**src/rtl/rv32i_pkg.sv**
```systemverilog
// Shared RV32I core definitions: bubble/reset defaults, instruction field
// positions and the fetch FSM encoding.
package rv32i_pkg;
  localparam logic [31:0] NOP_INSTR_DEF = 32'h0000_0013;
  localparam logic [31:0] RESET_PC_DEF  = 32'h0000_0000;

  localparam int OPC_LSB = 0;
  localparam int OPC_MSB = 6;
  localparam int F3_LSB  = 12;
  localparam int F3_MSB  = 14;
  localparam int F7_BIT  = 30;

  typedef enum logic [1:0] {
    S_BOOT  = 2'd0,
    S_FETCH = 2'd1,
    S_HOLD  = 2'd2
  } fetch_state_t;
endpackage

```
**src/rtl/fetch_skid_buffer.sv**
```systemverilog
// One-entry holding register for a word accepted from imem while IF/ID is stalled.
module fetch_skid_buffer (
  input  logic        clk,
  input  logic        rst_n,
  input  logic        load,
  input  logic        clear,
  input  logic [31:0] d_pc,
  input  logic [31:0] d_instr,
  output logic        valid,
  output logic [31:0] pc,
  output logic [31:0] instr
);
  always_ff @(posedge clk or negedge rst_n) begin
    if (!rst_n) begin
      valid <= 1'b0;
      pc    <= 32'h0;
      instr <= 32'h0;
    end else if (clear) begin
      valid <= 1'b0;
    end else if (load) begin
      valid <= 1'b1;
      pc    <= d_pc;
      instr <= d_instr;
    end
  end
endmodule

```
**src/rtl/fetch_stage.sv**
```systemverilog
// RV32I instruction fetch with IF/ID register, imem req/ready handshake,
// stall skid, and redirect with drop of an in-flight response.
module fetch_stage
  import rv32i_pkg::*;
#(
  parameter logic [31:0] RESET_PC  = RESET_PC_DEF,
  parameter logic [31:0] NOP_INSTR = NOP_INSTR_DEF
) (
  input  logic        clk,
  input  logic        rst_n,
  input  logic        stall,
  input  logic        pcSrc,
  input  logic        flush,
  input  logic [31:0] branch_target,
  output logic        imem_req,
  output logic [31:0] imem_addr,
  input  logic        imem_ready,
  input  logic [31:0] imem_rdata,
  output logic        if_id_valid,
  output logic [31:0] if_id_pc,
  output logic [31:0] if_id_instr,
  output logic [6:0]  opcode,
  output logic [2:0]  func3,
  output logic        func7
);
  fetch_state_t state, state_n;
  logic [31:0]  pc, pc_n, drop_addr, drop_addr_n;
  logic         drop, drop_n;
  logic         ifv_n;
  logic [31:0]  ifpc_n, ifi_n;
  logic         skid_load, skid_clear, skid_valid;
  logic [31:0]  skid_pc, skid_instr;

  fetch_skid_buffer u_skid (
    .clk     (clk),
    .rst_n   (rst_n),
    .load    (skid_load),
    .clear   (skid_clear),
    .d_pc    (pc),
    .d_instr (imem_rdata),
    .valid   (skid_valid),
    .pc      (skid_pc),
    .instr   (skid_instr)
  );

  // Outputs come from registers only; while dropping, the old address is
  // held so the outstanding request stays stable until its ready.
  assign imem_req  = (state == S_FETCH);
  assign imem_addr = drop ? drop_addr : pc;

  assign opcode = if_id_instr[OPC_MSB:OPC_LSB];
  assign func3  = if_id_instr[F3_MSB:F3_LSB];
  assign func7  = if_id_instr[F7_BIT];

  always_comb begin
    state_n     = state;
    pc_n        = pc;
    drop_n      = drop;
    drop_addr_n = drop_addr;
    ifv_n       = if_id_valid;
    ifpc_n      = if_id_pc;
    ifi_n       = if_id_instr;
    skid_load   = 1'b0;
    skid_clear  = 1'b0;

    case (state)
      S_BOOT: state_n = S_FETCH;
      S_FETCH: begin
        if (imem_ready) begin
          if (drop) begin
            drop_n = 1'b0;
          end else if (!pcSrc && !flush) begin
            pc_n = pc + 32'd4;
            if (stall) begin
              skid_load = 1'b1;
              state_n   = S_HOLD;
            end else begin
              ifv_n  = 1'b1;
              ifpc_n = pc;
              ifi_n  = imem_rdata;
            end
          end
        end
      end
      S_HOLD: begin
        if (!stall || flush) begin
          state_n    = S_FETCH;
          skid_clear = 1'b1;
          if (!flush) begin
            ifv_n  = skid_valid;
            ifpc_n = skid_pc;
            ifi_n  = skid_instr;
          end
        end
      end
      default: state_n = S_BOOT;
    endcase

    // Redirect overrides the accept path; a response still owed for the old
    // address must be swallowed before the target is requested.
    if (pcSrc) begin
      pc_n        = branch_target & ~32'h3;
      skid_clear  = 1'b1;
      state_n     = S_FETCH;
      drop_n      = imem_req && !imem_ready;
      drop_addr_n = imem_addr;
    end

    if (flush) begin
      ifv_n      = 1'b0;
      ifi_n      = NOP_INSTR;
      skid_clear = 1'b1;
    end
  end

  always_ff @(posedge clk or negedge rst_n) begin
    if (!rst_n) begin
      state       <= S_BOOT;
      pc          <= RESET_PC;
      drop        <= 1'b0;
      drop_addr   <= RESET_PC;
      if_id_valid <= 1'b0;
      if_id_pc    <= RESET_PC;
      if_id_instr <= NOP_INSTR;
    end else begin
      state       <= state_n;
      pc          <= pc_n;
      drop        <= drop_n;
      drop_addr   <= drop_addr_n;
      if_id_valid <= ifv_n;
      if_id_pc    <= ifpc_n;
      if_id_instr <= ifi_n;
    end
  end
endmodule

```
**config.mk**
```make
export PLATFORM = sky130hd
export DESIGN_NAME = fetch_stage
export DESIGN_NICKNAME = d
export VERILOG_FILES = /design/src/rtl/rv32i_pkg.sv /design/src/rtl/fetch_skid_buffer.sv /design/src/rtl/fetch_stage.sv
export SDC_FILE = /design/constraint.sdc
export NUM_CORES = 1
export LEC_CHECK = 0
export ABC_AREA = 1
export CORE_UTILIZATION = 45
export DETAILED_ROUTE_END_ITERATION = 6
export PLACE_DENSITY_LB_ADDON = 0.2
export SLEW_MARGIN = 0
export SYNTH_ARGS = -nofsm -noshare
export SYNTH_HDL_FRONTEND = slang
export SYNTH_HIERARCHICAL = 1
export SYNTH_SLANG_ARGS = --single-unit
export TNS_END_PERCENT = 100
```
**constraint.sdc**
```tcl
create_clock -name clk -period 1.8 [get_ports clk]
set_input_delay 0.36 -clock clk [delete_from_list [all_inputs] [get_ports clk]]
set_output_delay 0.36 -clock clk [all_outputs]
set_load 0.01 [all_outputs]
```
==> flow_metrics.env <==
export IMPL_drt_first_pass_iters=6
export IMPL_final_layout_size_suffix_gt1_share_pct=16.5
export IMPL_final_hold_vio_count=0
export IMPL_drv_cap=0
export IMPL_cts_root_buffer="sky130_fd_sc_hd__clkbuf_16"
export IMPL_num_nets_final=1575
export IMPL_fin_skew_ns=0.0146
export IMPL_yosys_register_bits=195
export IMPL_path_common_cell="sky130_fd_sc_hd__buf_6"
export IMPL_power_density_mw_per_mm2=992
export IMPL_clkSlewWorstSetupHoldPaths_ns=0.07
export IMPL_worst_setup_ep_type="primary output"
export IMPL_total_power_uw=13100
export IMPL_crit_path_start="drop"
export IMPL_instances_no_fill=1792
export IMPL_grt_use_total_pct=26.9
export IMPL_cp_slowest_stage_delay_ns=0.47
export IMPL_global_route_usage_met1_pct=38.7
export IMPL_ir_drop_mv=0.625
export IMPL_synth_seq_area_share_pct=50.5
export IMPL_post_detailed_route_drc_marker_count=0
export IMPL_fin_tns_setup_ns=-1.20
export IMPL_hold_path_class="in -> async"
export IMPL_power_static_leakage_uw=0.00651
export IMPL_cp_data_required_time_ns=1.44
export IMPL_r2r_end="u_skid/instr[8]"
export IMPL_cp_arrival_ns=1.53
export IMPL_start_util_pct=46.0
export IMPL_layout_worst_path_cycle_share_pct=105
export IMPL_globalRoute_totalOverflow=0
export IMPL_numCtsBuffers=17
export IMPL_drv_slew=0
export IMPL_r2r_start="drop"
export IMPL_initial_antenna_violation_count=0
export IMPL_placed_cells_incl_taps=1738
export IMPL_fillCellCount=1851
export IMPL_design_portCount=179
export IMPL_yosysUniqueCellTypes=37
export IMPL_grt_first_pass_wirelength_microns=46300
export IMPL_routed_wl_microns=29600
export IMPL_fmax_mhz=530
export IMPL_critical_path_peak_fanout=7
export IMPL_path_cells="buf_12 -> buf_6 -> o21ai_4 -> buf_6"
export IMPL_global_route_hottest_layer="met2"
export IMPL_drt_first_iter_violations=861
export IMPL_worst_path_dominant_cell_family="flip-flops"
export IMPL_number_of_input_and_output_port_buffers_inserted=176
export IMPL_cp_num_cells=4
export IMPL_die_h_microns=149
export IMPL_setup_worst_path_end="imem_addr[12]"
export IMPL_clock_insertion_delay_worst_skew_ns=0.44
export IMPL_routed_length_per_instance_microns=16.5
export IMPL_clock_path_buffers=2
export IMPL_status="finished with violations"
export IMPL_grt_use_met2_pct=42.3
export IMPL_grt_pass1_vias=8709
export IMPL_placement_rows=53
export IMPL_groute_layer_met3_usage_pct=4.42
export IMPL_final_setup_viol_count=26
export IMPL_numClockSinks=195
export IMPL_dpl_wire_length_microns=20000
export IMPL_critical_path_class="reg -> out"
export IMPL_post_synthesis_cell_area_sq_mm=0.00967
export IMPL_coreArea_sq_mm=0.0210
export IMPL_syn_area_per_cell_sq_um=7.61
export IMPL_worstRegToRegCells=9
export IMPL_fin_hold_ws_ns=0.447
export IMPL_worstPathBufferInverterCount=3
export IMPL_final_setup_worst_slack_ns=-0.0868
export IMPL_htree_levels=4
export IMPL_utilization_of_the_core_after_routing_pct=63.0
export IMPL_fp_dieArea_sq_mm=0.0221
export IMPL_synthesis_yosys_warnings=6
export IMPL_grt_start_max_net_pins=46
export IMPL_worstSetupStartpointType="flip-flop"
export IMPL_ff2ff_setup_slack_ns=0.05
export IMPL_via_count=9389
export IMPL_crit_slowest_cell="sky130_fd_sc_hd__dfrtp_2"
export IMPL_synth_cells=1270
export IMPL_timing_final_crit_period_ns=1.89
export IMPL_rsz0062_at_grt="true"
export IMPL_failed_checks="setup timing"
export IMPL_die_width_microns=149
export IMPL_detail_route_vias_per_cell=5.24
export IMPL_antenna_diode_count=0
export IMPL_postRouteAntennaNets=0
export IMPL_cts_tree="done"
export IMPL_layout_area_overhead_vs_synth_pct=36.9
export IMPL_rd_place_congestion=0.947
[worst reg2reg max path, stage by stage (launching register included)]
cell	delay, ns
sky130_fd_sc_hd__dfrtp_2	0.47
sky130_fd_sc_hd__buf_4	0.17
sky130_fd_sc_hd__inv_6	0.07
sky130_fd_sc_hd__nand3_4	0.09
sky130_fd_sc_hd__buf_6	0.14
sky130_fd_sc_hd__nor2_4	0.23
sky130_fd_sc_hd__nand2_8	0.17
sky130_fd_sc_hd__clkbuf_16	0.20
sky130_fd_sc_hd__nand2_1	0.05
sky130_fd_sc_hd__nand2_1	0.06
[per-layer routing]
layer / vias up / routed length [microns]
li1: 4571 / -
met1: 4406 / 13400
met2: 384 / 13700
met3: 28 / 2130
met4: 0 / 373
met5: - / 0
[worst min-delay path by stage]
| stage | start | endpoint | slack (ns) | cells after the start |
|---|---|---|---|---|
| 2_1_floorplan | rst_n | drop | 0.06 | 0 |
| 3_3_place_gp | rst_n | u_skid/instr[13] | 0.35 | 1 |
| 3_5_place_dp | rst_n | u_skid/instr[13] | 0.35 | 1 |
| 4_1_cts | rst_n | drop_addr[20] | 0.44 | 2 |
| 5_1_grt | rst_n | drop_addr[21] | 0.47 | 2 |
| 6_report | rst_n | u_skid/instr[13] | 0.45 | 2 |
[cells in the mapped netlist (all sizes together)]
cell type,number,area share (%)
nand2,503,20
inv,53,2.1
clkbuf,23,0.91
o221ai,1,0.091
nor2,84,3.4
a22oi,10,0.78
buf,63,4.3
o21a,1,0.078
conb,1,0.039
o31ai,1,0.13
a21oi,37,2.0
o211ai,5,0.39
xor2,6,0.54
nand3,134,7.0
and2,1,0.065
a31oi,1,0.065
nor3,2,0.16
dfrtp,192,50
nand4,2,0.19
ha,1,0.13
dfstp,3,0.82
nand3b,2,0.16
o22ai,3,0.19
o21ai,141,7.3
[area by class of cell]
class | count | area [sq um] | share of cell area, %
flip-flops and latches | 195 | 4890 | 36.9
inverters | 53 | 204 | 1.54
multi-input cells | 937 | 4300 | 32.5
clock inverters | 14 | 121 | 0.917
repair buffers | 300 | 2960 | 22.3
well taps | 275 | 344 | 2.60
clock buffers | 18 | 429 | 3.24
[sequential cells by signal, indices dropped and copies added (netlist names)]
register and count:
u_skid/instr 32, state 2, drop 1, pc 30, u_skid/valid 1, u_skid/pc 32
if_id_pc 32, drop_addr 32, if_id_valid 1, if_id_instr 32
[report_power, final]
group | total, uW | switching, uW | leakage (uW) | internal, uW
Clock | 3580 | 1770 | 0.000268 | 1810
Combinational | 3860 | 1970 | 0.00374 | 1900
Sequential | 5680 | 492 | 0.00250 | 5190
Total | 13100 | 4230 | 0.00651 | 8900
[cells by family after synthesis]
kind of cell	count (synthesis)	synth area share [%]
AND/OR/NAND/NOR	728	30.6
AO/OA/AOI/OAI	200	11.0
adder cells (fa/ha/maj)	1	0.129
buffers and inverters	139	7.26
flip-flops	195	50.5
other	1	0.0388
XOR/XNOR	6	0.543
[placed cells by master, fill, tap and decap left out, types with 36 or more instances in the layout]
| cell type | n |
|---|---|
| sky130_fd_sc_hd__nand2_1 | 488 |
| sky130_fd_sc_hd__dfrtp_1 | 189 |
| sky130_fd_sc_hd__a21oi_1 | 36 |
| sky130_fd_sc_hd__buf_4 | 91 |
| sky130_fd_sc_hd__nor2_1 | 76 |
| sky130_fd_sc_hd__nand3_1 | 133 |
| sky130_fd_sc_hd__o21ai_1 | 53 |
| sky130_fd_sc_hd__o21ai_0 | 68 |
| sky130_fd_sc_hd__clkdlybuf4s50_1 | 136 |
| sky130_fd_sc_hd__inv_1 | 44 |
[through the flow]
stage	setup slack, ns	area (sq um)
finish	-0.0868	13200
global route	-0.124	13200
CTS	-0.0931	12900
detailed placement	-0.216	12200
global placement	-0.212	12200
floorplan	0.287	9670
[timing repair]
action	CTS	global route
resized for setup	193	52
endpoints found under the setup margin	39	101
hold endpoints to repair	36	0
setup buffers	5	12
hold buffers	1	0
pin swaps	11	10
gates cloned	2	7
No activity file was read; power rests on OpenSTA's default activity.
